File: config.mk
export PLATFORM = sky130hd
export DESIGN_NAME = mlg_cyclic_decoder_flat
export DESIGN_NICKNAME = d
export VERILOG_FILES = /design/src/rtl/mlg_cyclic_decoder_pkg.sv /design/src/rtl/mlg_cyclic_decoder_if.sv /design/src/rtl/mlg_cyclic_decoder_vote.sv /design/src/rtl/mlg_cyclic_decoder.sv /design/src/flat_wrapper.sv
export SDC_FILE = /design/constraint.sdc
export NUM_CORES = 1
export LEC_CHECK = 0
export ABC_AREA = 1
export CORE_MARGIN = 2
export CORE_UTILIZATION = 39
export DETAILED_ROUTE_END_ITERATION = 7
export HOLD_SLACK_MARGIN = 0.15
export PLACE_DENSITY = 0.65
export SYNTH_ARGS = -nofsm -noshare
export SYNTH_HDL_FRONTEND = slang
export SYNTH_SLANG_ARGS = --single-unit
File: constraint.sdc
create_clock -name clk -period 2.9 [get_ports clk]
set_input_delay 0.58 -clock clk [delete_from_list [all_inputs] [get_ports clk]]
set_output_delay 0.58 -clock clk [all_outputs]
set_load 0.01 [all_outputs]
File: src/rtl/mlg_cyclic_decoder_pkg.sv
// Shared types, default check masks and helpers
// for the one-step majority-logic cyclic decoder.
package mlg_pkg;

  // (15,7) code: orthogonal checks on bit 14, check 0 in the low bits
  localparam logic [59:0] DEF_MASK_15_4 = {
    15'h4580,
    15'h4045,
    15'h6022,
    15'h5808
  };

  typedef logic [1:0] state_t;

  localparam state_t ST_IDLE   = 2'd0;
  localparam state_t ST_DECODE = 2'd1;
  localparam state_t ST_DONE   = 2'd2;

  function automatic logic [4:0] popcount(
    input logic [15:0] v
  );
    logic [4:0] c;
    c = '0;
    for (int i = 0; i < 16; i++)
      c = c + 5'(v[i]);
    return c;
  endfunction

endpackage

File: src/rtl/mlg_cyclic_decoder_if.sv
// Word handshake bundle between deframer,
// decoder and information-bit extractor.
interface mlg_cyclic_decoder_if #(
  parameter int N = 15
);

  localparam int NW = $clog2(N + 1);

  logic          in_valid;
  logic          in_ready;
  logic [N-1:0]  in_word;
  logic          out_valid;
  logic          out_ready;
  logic [N-1:0]  out_word;
  logic [NW-1:0] out_nerr;
  logic          busy;

  modport master (
    output in_valid,
    output in_word,
    output out_ready,
    input  in_ready,
    input  out_valid,
    input  out_word,
    input  out_nerr,
    input  busy
  );

  modport slave (
    input  in_valid,
    input  in_word,
    input  out_ready,
    output in_ready,
    output out_valid,
    output out_word,
    output out_nerr,
    output busy
  );

endinterface

File: src/rtl/mlg_cyclic_decoder_vote.sv
// Combinational majority vote on the MSB of the
// shift register: check sums, popcount, threshold.
module mlg_vote
  import mlg_pkg::*;
#(
  parameter int               N        = 15,
  parameter int               J        = 4,
  parameter logic [J*N-1:0]   CHK_MASK = DEF_MASK_15_4,
  parameter int               THRESH   = J / 2
) (
  input  logic [N-1:0] ct_i,
  output logic         flip_o
);

  localparam int CW = $clog2(J + 1);

  function automatic bit masks_ok();
    for (int j = 0; j < J; j++)
      if (!CHK_MASK[j*N + N - 1])
        return 1'b0;
    return 1'b1;
  endfunction

  if (!masks_ok()) begin : g_bad_mask
    $fatal(1, "mlg_vote: a check mask lacks bit N-1");
  end

  logic [J-1:0]  s;
  logic [CW-1:0] cnt;

  always_comb begin
    s = '0;
    for (int j = 0; j < J; j++)
      s[j] = ^(ct_i & CHK_MASK[j*N +: N]);
  end

  assign cnt    = CW'(popcount(16'(s)));
  assign flip_o = int'(cnt) > THRESH;

endmodule

File: src/rtl/mlg_cyclic_decoder.sv
// One-step majority-logic decoder: accept a word,
// rotate-and-correct N times, present the result.
module mlg_cyclic_decoder
  import mlg_pkg::*;
#(
  parameter int             N        = 15,
  parameter int             J        = 4,
  parameter logic [J*N-1:0] CHK_MASK = DEF_MASK_15_4,
  parameter int             THRESH   = J / 2
) (
  input logic                 clk,
  input logic                 rst,
  mlg_cyclic_decoder_if.slave bus
);

  localparam int SW = $clog2(N);
  localparam int NW = $clog2(N + 1);

  state_t        state_q, state_d;
  logic [N-1:0]  ct_q, ct_d;
  logic [SW-1:0] step_q, step_d;
  logic [NW-1:0] nerr_q, nerr_d;
  logic          flip;

  mlg_vote #(
    .N       (N),
    .J       (J),
    .CHK_MASK(CHK_MASK),
    .THRESH  (THRESH)
  ) u_vote (
    .ct_i  (ct_q),
    .flip_o(flip)
  );

  always_comb begin
    state_d = state_q;
    ct_d    = ct_q;
    step_d  = step_q;
    nerr_d  = nerr_q;
    unique case (1'b1)
      (state_q == ST_IDLE): begin
        if (bus.in_valid) begin
          ct_d    = bus.in_word;
          step_d  = '0;
          nerr_d  = '0;
          state_d = ST_DECODE;
        end
      end
      (state_q == ST_DECODE): begin
        // corrected MSB wraps to bit 0
        ct_d   = {ct_q[N-2:0], ct_q[N-1] ^ flip};
        nerr_d = nerr_q + NW'(flip);
        step_d = step_q + SW'(1);
        if (step_q == SW'(N - 1))
          state_d = ST_DONE;
      end
      (state_q == ST_DONE): begin
        if (bus.out_ready)
          state_d = ST_IDLE;
      end
      default: state_d = ST_IDLE;
    endcase
  end

  always_ff @(posedge clk) begin
    if (rst) begin
      state_q <= ST_IDLE;
      ct_q    <= '0;
      step_q  <= '0;
      nerr_q  <= '0;
    end else begin
      state_q <= state_d;
      ct_q    <= ct_d;
      step_q  <= step_d;
      nerr_q  <= nerr_d;
    end
  end

  assign bus.in_ready  = state_q == ST_IDLE;
  assign bus.out_valid = state_q == ST_DONE;
  assign bus.busy      = state_q != ST_IDLE;
  assign bus.out_word  = ct_q;
  assign bus.out_nerr  = nerr_q;

endmodule

File: src/flat_wrapper.sv
// flat-port wrapper written by rule: the top's interface ports become plain ports
module mlg_cyclic_decoder_flat import mlg_pkg::*;
#(
  parameter int             N        = 15,
  parameter int             J        = 4,
  parameter logic [J*N-1:0] CHK_MASK = DEF_MASK_15_4,
  parameter int             THRESH   = J / 2
)
  (clk, rst, bus_in_valid, bus_in_word, bus_out_ready, bus_in_ready, bus_out_valid, bus_out_word, bus_out_nerr, bus_busy);
  mlg_cyclic_decoder_if #(.N(N)) bus_i ();
  input logic clk;
  input logic rst;
  input wire logic [$bits(bus_i.in_valid)-1:0] bus_in_valid;
  input wire logic [$bits(bus_i.in_word)-1:0] bus_in_word;
  input wire logic [$bits(bus_i.out_ready)-1:0] bus_out_ready;
  output wire logic [$bits(bus_i.in_ready)-1:0] bus_in_ready;
  output wire logic [$bits(bus_i.out_valid)-1:0] bus_out_valid;
  output wire logic [$bits(bus_i.out_word)-1:0] bus_out_word;
  output wire logic [$bits(bus_i.out_nerr)-1:0] bus_out_nerr;
  output wire logic [$bits(bus_i.busy)-1:0] bus_busy;
  assign bus_i.in_valid = bus_in_valid;
  assign bus_i.in_word = bus_in_word;
  assign bus_i.out_ready = bus_out_ready;
  assign bus_in_ready = bus_i.in_ready;
  assign bus_out_valid = bus_i.out_valid;
  assign bus_out_word = bus_i.out_word;
  assign bus_out_nerr = bus_i.out_nerr;
  assign bus_busy = bus_i.busy;
  mlg_cyclic_decoder #(.N(N), .J(J), .CHK_MASK(CHK_MASK), .THRESH(THRESH)) u_core (.clk(clk), .rst(rst), .bus(bus_i));
endmodule
* Yosys cells after proc, flatten, opt, wreduce, memory -nomap -nowiden
Cells that the tools add are included.
** Word-level totals
- Bits in registers :: 25
- Bits in latches :: 0
- RAM bits :: 0
- Bits in read-only memories :: 0
- Bits of input ports :: 19
- Output and inout port bits :: 22
- Logic and storage cells :: 35
- Memories kept :: 0
** Cells by class
- Add/sub/neg operators :: 5
- $mul :: 0
- Divide/modulo/power cells :: 0
- Order comparisons :: 1
- Equal/unequal tests :: 6
- Shift-type cells :: 0
- Mux-type cells :: 9
- Bitwise gates (word level) :: 1
- Reduce and logical (&&, ||, !) cells :: 9
** Operators by type and width (number)
- $reduce_xor 15->1 :: 4
- $pmux 15 s2 :: 1
- $pmux 4 s2 :: 2
- $mux 15 :: 1
- $mux 2 :: 3
- $ne 2x2->1 const B :: 3
- $pmux 2 s3 :: 1
- $add 4x1->4 :: 1
- $add 4x1->4 const B :: 1
- $eq 4x4->1 const B :: 1
- $mux 4 :: 1
- $reduce_bool 2->1 :: 2
- $add 2x1->3 :: 1
- $add 3x1->3 :: 1
- $gt 3x2->1 const B :: 1
- $reduce_and 3->1 :: 1
- $add 1x1->2 :: 1
- $eq 2x1->1 const B :: 1
- $eq 2x2->1 const B :: 1
- $logic_not 2->1 :: 1
- $reduce_and 2->1 :: 1
- $xor 1x1->1 :: 1

* Depth between registers and ports, before layout
Gate-level depths: netlist of run 1.
- Depth in word-level cells :: 7
- Depth in mapped cells :: 16

* By module
A second synthesis of run 1 with hierarchy kept.
** Second synthesis, totals
- Cells, all modules :: 275
- Area total of the unflattened synthesis :: 1652.8 um^2
** Modules (own cells, without submodules)
- mlg_cyclic_decoder :: times used 1, cells each 200, area an instance 1287.5 um^2, seq. area each 500.5 um^2
- mlg_vote :: times used 1, cells each 75, area an instance 365.4 um^2, seq. area each 0.0 um^2

* Least setup slack after synthesis of run 1
Ideal clock, no wire load.
- Path kind :: flip-flop to flip-flop
- From :: reg u_core.ct_q[14] (netlist: u_core.bus.out_word[14])
- To :: reg u_core.nerr_q[1] (netlist: u_core.bus.out_nerr[1])
- Data arrival time :: 2.567 ns
- Data required time :: 2.766 ns
- Setup slack :: 0.199 ns
- Cell stages (with the launch flop) :: 15
- Period minus slack after synthesis :: 2.701 ns
- Path through :: dfxtp_1 buf_2 xnor2_1 xnor2_1 fa_1 inv_1 ha_1 ha_1 nand3_1 nand2_1 inv_1 ha_1 ha_1 nand2_1 a21oi_1
** Between the ends
- Longest elaborated chain between the ends :: 7
** Ends and longest elaborated chain
- from (decl) :: RTL line mlg_cyclic_decoder.sv:20 : logic [N-1:0] ct_q, ct_d;
- from (signal assigned) :: RTL line mlg_cyclic_decoder.sv:73 : ct_q <= ct_d;
- $reduce_xor 15->1 :: RTL line mlg_cyclic_decoder_vote.sv:34 : s[j] = ^(ct_i & CHK_MASK[j*N +: N]);
- $add 1x1->2 :: RTL line mlg_cyclic_decoder_pkg.sv:25 : c = c + 5'(v[i]);
- $add 2x1->3 :: RTL line mlg_cyclic_decoder_pkg.sv:25
- $add 3x1->3 * :: RTL line mlg_cyclic_decoder_pkg.sv:25
- $gt 3x2->1 * :: RTL line mlg_cyclic_decoder_vote.sv:38 : assign flip_o = int'(cnt) > THRESH;
- $add 4x1->4 * :: RTL line mlg_cyclic_decoder.sv:52 : nerr_d = nerr_q + NW'(flip);
- $pmux 4 s2 * :: RTL line mlg_cyclic_decoder.sv:40 : unique case (1'b1)
- to (signal assigned) :: RTL line mlg_cyclic_decoder.sv:75 : nerr_q <= nerr_d;
- to (decl) :: RTL line mlg_cyclic_decoder.sv:22 : logic [NW-1:0] nerr_q, nerr_d;
Every way passes the cells marked *; elsewhere a longest branch is shown, timed or not.
A chain may end at the register's enable or synchronous reset.

* Worst setup path in the final report of run 1
- From :: reg u_core.ct_q[3] (netlist: u_core.bus.out_word[3])
- To :: reg u_core.nerr_q[1] (netlist: u_core.bus.out_nerr[1])
** Between the ends
- Longest elaborated chain between the ends :: 7
** Ends and longest elaborated chain (RTL line)
- $reduce_xor 15->1 :: mlg_cyclic_decoder_vote.sv:34
- $add 1x1->2 :: mlg_cyclic_decoder_pkg.sv:25
- $add 2x1->3 :: mlg_cyclic_decoder_pkg.sv:25
- $add 3x1->3 :: mlg_cyclic_decoder_pkg.sv:25
- $gt 3x2->1 :: mlg_cyclic_decoder_vote.sv:38
- $add 4x1->4 :: mlg_cyclic_decoder.sv:52
- $pmux 4 s2 :: mlg_cyclic_decoder.sv:40
No other way between the ends.

==> results of run 1 <==
[critical path, stage by stage (launching register included)]
cell and delay (ns):
dfxtp_1 0.44, xnor2_1 0.16, xnor2_1 0.12, fa_1 0.54, inv_1 0.04, ha_1 0.21, ha_1 0.28, nand3_1 0.09
nand2_1 0.09, inv_1 0.04, ha_1 0.19, ha_1 0.27, nand2_1 0.05, a21oi_1 0.14
[power groups by stage]
stage | Clock, W | Combinational (W) | Sequential, W
3_5_place_dp | 0 | 0.000320 | 0.000400
4_1_cts | 0.000159 | 0.000322 | 0.000393
3_3_place_gp | 0 | 0.000317 | 0.000400
6_report | 0.000158 | 0.000316 | 0.000393
5_1_grt | 0.000176 | 0.000364 | 0.000397
2_1_floorplan | 0 | 0.000204 | 0.000404
[area by class of cell]
cell class,count,area (µm²),share of cell area
timing repair buffer,45,438,0.238
tap,46,57.6,0.0312
sequential,25,502,0.272
inverter,22,82.6,0.0448
clock buffer,4,26.3,0.0143
multi-input combinational,135,736,0.399
[placed cells by master (no fill, tap or decap), types with 2 or more instances in the layout]
cell	instances
nand4_1	2
buf_4	5
nor2_1	7
o21ai_0	3
nand3_1	12
clkdlybuf4s50_1	40
clkbuf_4	3
nand2_1	68
xnor2_1	11
inv_1	19
a31oi_1	8
nor2_2	2
a21oi_1	8
ha_1	7
inv_2	3
dfxtp_1	24
[worst max path at each step]
stage,startpoint,endpoint,slack [ns],cells past startpoint
after floorplan,u_core.bus.out_word[14],u_core.bus.out_nerr[1],0.20,14
after global placement,u_core.bus.out_word[14],u_core.bus.out_nerr[1],0.21,13
after detailed placement,u_core.bus.out_word[14],u_core.bus.out_nerr[1],0.16,13
after CTS,u_core.bus.out_word[14],u_core.bus.out_nerr[1],0.1,13
after global routing,u_core.bus.out_word[3],u_core.bus.out_nerr[1],0.02,13
final,u_core.bus.out_word[3],u_core.bus.out_nerr[1],0.18,13
[metal layers]
layer	part of all wire	global-route usage	vias to the layer above
met2	0.45	0.263	28
met1	0.50	0.227	571
li1	-	-	679
met3	0.041	0.0411	4
met4	0.0067	0.0326	0
met5	0	0	-
[logic make-up (layout without fill, tap and decap cells)]
group | count (synthesis) | after routing
AOI/OAI and AO/OA | 20 | 20
xor gates and xnor gates | 12 | 12
and+or+nand+nor | 95 | 95
buffers and inverters | 30 | 71
DFF | 25 | 25
adders and majority gates | 8 | 8
[sequential cells by signal (all words and copies together) (netlist names)]
signal,cells
u_core.bus.out_word,15
u_core.bus.out_nerr,4
u_core.state_q,2
u_core.step_q,4
[what timing repair did]
action,in CTS,in global routing
resized for setup,0,1
buffers inserted,0,0
hold endpoints to repair,0,0
setup endpoints to repair,0,2
[per-stage QoR]
stage	hold WS (ns)	utilization	area (µm²)	power, W
after floorplan	0.455	-	1370	0.000608
after global placement	0.475	0.539	1810	0.000717
after detailed placement	0.479	0.539	1810	0.000720
after CTS	0.496	0.547	1840	0.000874
after global routing	0.511	0.548	1840	0.000937
final	0.496	0.548	1840	0.000866
==> results.yml, run 1 <==
pwr:
  power_density_nw_per_um2: 470
  combPwrFrac: 0.365
  clkPwrFrac: 0.182
  swShare: 0.336
  p_leak_nw: 0.771
  vdd_drop_max_v: 0.000256
  p_int_w: 0.000575
  p_seq_frac: 0.453
  p_switching_w: 0.000291
drt:
  first_pass_iters: 4
  drcViolationCount: 0
  avgViaCountPerCell: 4.63
  detail_route.wl_per_cell_um: 11.3
  vias: 1282
  wirelength_um: 3120
  drt_iter0_drc: 74
  drtAntennaViolNets: 0
status:
  outcome: "completed"
yosys:
  yosys.area_share.adder: 0.0787
  synth.net_count: 217
  synthSimpleGateAreaFrac: 0.299
  ys_warn_count: 0
  syn-cell-area_um2: 1370
  synth_top_area_cell: "dfxtp_1"
  synth_top_family_by_area: "simple AND/OR/NAND/NOR gates"
  synth_compound_area_frac: 0.0833
  async_flop_share: 0
  syn-instance-count: 190
  synth_ff_type: "dfxtp_1"
  synth_cell_types: 24
  muxShareOfSynthArea: 0
  synth_common_cells: "nand2_1, dfxtp_1, inv_1, nand3_1, xnor2_1"
  synth_most_common_cell: "nand2_1"
  synth_top_area_frac: 0.366
  ys_ff_latch: 25
  synthXorXnorAreaFrac: 0.0769
  synth_edf_count: 0
  synth_area_leaders: "dfxtp_1, nand2_1, xnor2_1, ha_1, inv_1"
  synth.avg_cell_area_um2: 7.20
  yosysSeqAreaShare: 0.366
critical_path:
  required_ns: 3.16
  cp_max_fo: 4
  setup.worst_path.end_class: "register"
  worst_setup_path_start_kind: "register"
  rr_worst_depth: 13
  crit_type: "register to register"
  ff2ff_setup_slack_ns: 0.18
  crit_arrival_ns: 2.98
  rr_endpoint: "u_core.bus.out_nerr[1]"
  r2r-start: "u_core.bus.out_word[3]"
placement:
  pre_cts_ws_ns: 0.160
  io_buffers: 40
  dp_cells: 273
  dp_hpwl_um: 2300
  place_congestion: 0.765
die:
  io_pins: 41
  die_x_um: 63.2
  floorplan.rows: 21
  start_util: 0.407
  die_area_um2: 4000
  placeableCoreArea_um2: 3360
  dieHeight_um: 63.2
sta:
  period_minus_slack_ns: 2.72
  fmax_mhz: 368
  setup_viol: 0
  hold_viol: 0
  relSlewSlack: 0.686
  worst_pin_slew_ns: 0.470
  setup_tns_ns: 0
  worst_slack_ns: 0.185
  min_period_over_period: 0.936
  report.final.slew_viol_count: 0
  rsz0062_at_grt: "no"
  fin_skew_ns: 0.00658
finish:
  drive_gt1_frac: 0.0779
  fillCellCount: 364
  n_antenna_cell: 0
  final_nets: 259
  area_growth_pct: 34.7
  final_cell_count_no_fill: 277
clock_network:
  htreeDepth: 1
  holdBufCountCts: 0
  cts_buffer_depth: 2
  numCtsBuffers: 3
  clock_latency_ns: 0.32
  cts.sinks: 25
  clk_pin_slew_ns: 0.13
  cts_tree: "built"
  cts_root_buffer: "clkbuf_4"
global_routing:
  grt_pass1_wl_um: 5330
  grt_overflow: 0
  grt_max_degree: 28
  first_global_vias: 1136
  antenna_found_initial: 0
  grt_use_total: 0.165
hold_path:
  min_to: "u_core.bus.out_nerr[3]"
  hp-start: "u_core.bus.out_nerr[3]"
  hp-class: "register to register"
  holdPathStages: 2
run:
  drv_cap: 0
Note: power is estimated with default switching activity, not from simulation.
==> run 2: changes to the inputs <==
Settings changed: PLACE_DENSITY 0.65 to 0.63, REMOVE_ABC_BUFFERS from default to 1, SYNTH_HIERARCHICAL from default to 1.
==> run 2 against run 1 <==
Effect of this change:
- clock skew is 0.0030 ns lower
- final cell count grew 33%
- routed wire length rose by 39%
- non-clock buffer count rose by 3
- maximum frequency down 0.87%
- via count rose by 33%
- synthesized cell count grew 45%
- final area rose by 19%
- die area rose by 19%
- critical path type unchanged
- critical endpoint is now u_core/bus.out_nerr[1]
- largest cell class unchanged
==> results.yml, run 2 <==
yosys:
  yosysSeqAreaShare: 0.303
  synth_top_area_cell: "dfxtp_1"
  synth_ff_type: "dfxtp_1"
  synth_most_common_cell: "nand2_1"
  synth_edf_count: 0
  ys_warn_count: 6
  synth.avg_cell_area_um2: 6.01
  synth_top_area_frac: 0.303
  async_flop_share: 0
  synth_area_leaders: "dfxtp_1, nand2_1, nor2_1, inv_1, nand3_1"
  synth_cell_types: 23
  syn-cell-area_um2: 1650
  synth_common_cells: "nand2_1, nor2_1, inv_1, dfxtp_1, nand3_1"
  syn-instance-count: 275
  ys_ff_latch: 25
global_routing:
  antenna_found_initial: 0
  grt_max_degree: 26
  grt_use_total: 0.183
  first_global_vias: 1554
  grt_overflow: 0
  grt_pass1_wl_um: 7310
sta:
  setup_viol: 0
  fmax_mhz: 365
  fin_skew_ns: 0.00361
  min_period_over_period: 0.945
  worst_pin_slew_ns: 0.607
  relSlewSlack: 0.594
  hold_viol: 0
  report.final.slew_viol_count: 0
  period_minus_slack_ns: 2.74
  setup_tns_ns: 0
die:
  floorplan.rows: 23
  die_area_um2: 4770
  placeableCoreArea_um2: 4030
  start_util: 0.410
  dieHeight_um: 69.1
  die_x_um: 69.1
  io_pins: 41
critical_path:
  crit_type: "register to register"
  path_cells: "nor2_1 -> nor2_2 -> nand2_1 -> nand2_2 -> fa_1 -> ha_2 -> inv_1 -> ha_1 -> nand2_1 -> o21bai_1 -> inv_1 -> ha_2 -> ha_1 -> nand2_1 -> a21oi_2"
  slowest_delay_ns: 0.52
  required_ns: 3.11
  crit_slowest_cell: "fa_1"
  crit_arrival_ns: 2.95
  worst_setup_path_start_kind: "register"
  crit_top_cell: "nand2_1"
  cp_max_fo: 8
  setup.worst_path.end_class: "register"
placement:
  io_buffers: 40
  dpl_cell_area_um2: 2100
  dp_cells: 363
  dp_hpwl_um: 3070
  place_congestion: 0.807
finish:
  area_growth_pct: 33.2
  largest_register_ffs: 15
  drive_gt1_frac: 0.126
  layout_commonest_cell: "nand2_1"
  most-common-layout-cells: "nand2_1, nor2_1, clkdlybuf4s50_1"
  n_antenna_cell: 0
  fin_area_um2: 2200
  final_cell_count_no_fill: 368
  final_nets: 346
  fin_util: 0.546
clock_network:
  cts.sinks: 25
  cts_tree: "built"
  htreeDepth: 1
  cts_root_buffer: "clkbuf_8"
  clock_latency_ns: 0.27
  clk_pin_slew_ns: 0.10
  holdBufCountCts: 0
  numCtsBuffers: 3
  cts_buffer_depth: 2
drt:
  drcViolationCount: 0
  drtAntennaViolNets: 0
  wirelength_um: 4350
  vias: 1700
  drt_iter0_drc: 116
  first_pass_iters: 4
  avgViaCountPerCell: 4.62
  detail_route.wl_per_cell_um: 11.8
pwr:
  p_leak_nw: 1.03
  power_density_nw_per_um2: 414
  vdd_drop_max_v: 0.000200
status:
  outcome: "completed"
hold_path:
  hp-class: "register to register"
run:
  drv_cap: 0
## run 2: critical path: cells and delay by family, from the launching register on
family	cells	cell delay, ns
flops	1	0.40
compound gates	2	0.28
simple gates	6	0.48
buf+inv	2	0.12
fa+ha+maj	5	1.41
## run 2: cells by family after synthesis
kind of cell | share of synthesized area
AND/OR/NAND/NOR | 0.438
buffers and inverters | 0.138
flip-flops | 0.303
AO/OA/AOI/OAI | 0.0348
adder cells (fa/ha/maj) | 0.0651
XOR/XNOR | 0.0212
## run 2: cell type report
class | instances | area (µm²)
Tap cell | 50 | 62.6
Clock buffer | 3 | 41.3
Sequential cell | 25 | 515
Timing Repair Buffer | 48 | 464
Multi-Input combinational cell | 198 | 948
Inverter | 43 | 161
Fill cell | 429 | 1830
Clock inverter | 1 | 7.51
## run 2: per-layer routing
layer,routed length (µm),global-route usage,vias to the layer above
met3,266,0.0219,2
met5,0,0,-
met4,12,0.0392,0
met2,1960,0.304,43
met1,2110,0.254,748
li1,-,-,907
## run 2: what timing repair did
action,CTS,global route
setup buffers,0,1
setup endpoints to repair,1,4
pin swaps,0,4
gates resized for setup,1,20
## run 2: where the power goes
group | switching [W] | leakage, nW | internal [W]
Sequential | 0.0000313 | 0.208 | 0.000364
Clock | 0.000124 | 0.0217 | 0.0000976
Combinational | 0.000154 | 0.798 | 0.000141
## run 2: final timing paths
path	from	endpoint	slack, ns	cells past startpoint
worst min register to register	u_core/bus.out_nerr[0]	u_core/bus.out_nerr[0]	0.50	2
worst max-delay path	u_core/bus.out_word[14]	u_core/bus.out_nerr[1]	0.16	15
worst max register to register	u_core/bus.out_word[14]	u_core/bus.out_nerr[1]	0.16	15
worst min-delay path	u_core/bus.out_nerr[0]	u_core/bus.out_nerr[0]	0.50	2
## run 2: stage by stage
step	setup WS, ns	total power, W	hold slack [ns]
floorplan	0.111	0.000563	0.447
global placement	0.112	0.000681	0.468
detailed placement	0.0704	0.000682	0.481
CTS	0.0934	0.000908	0.504
global route	-0.00313	0.000981	0.518
finish	0.161	0.000911	0.501
==> run 3: changes to the inputs <==
Settings changed: CAP_MARGIN from default to 20.
==> results of run 3 <==
Final layout, timing and power as in run 2 (identical DEF).
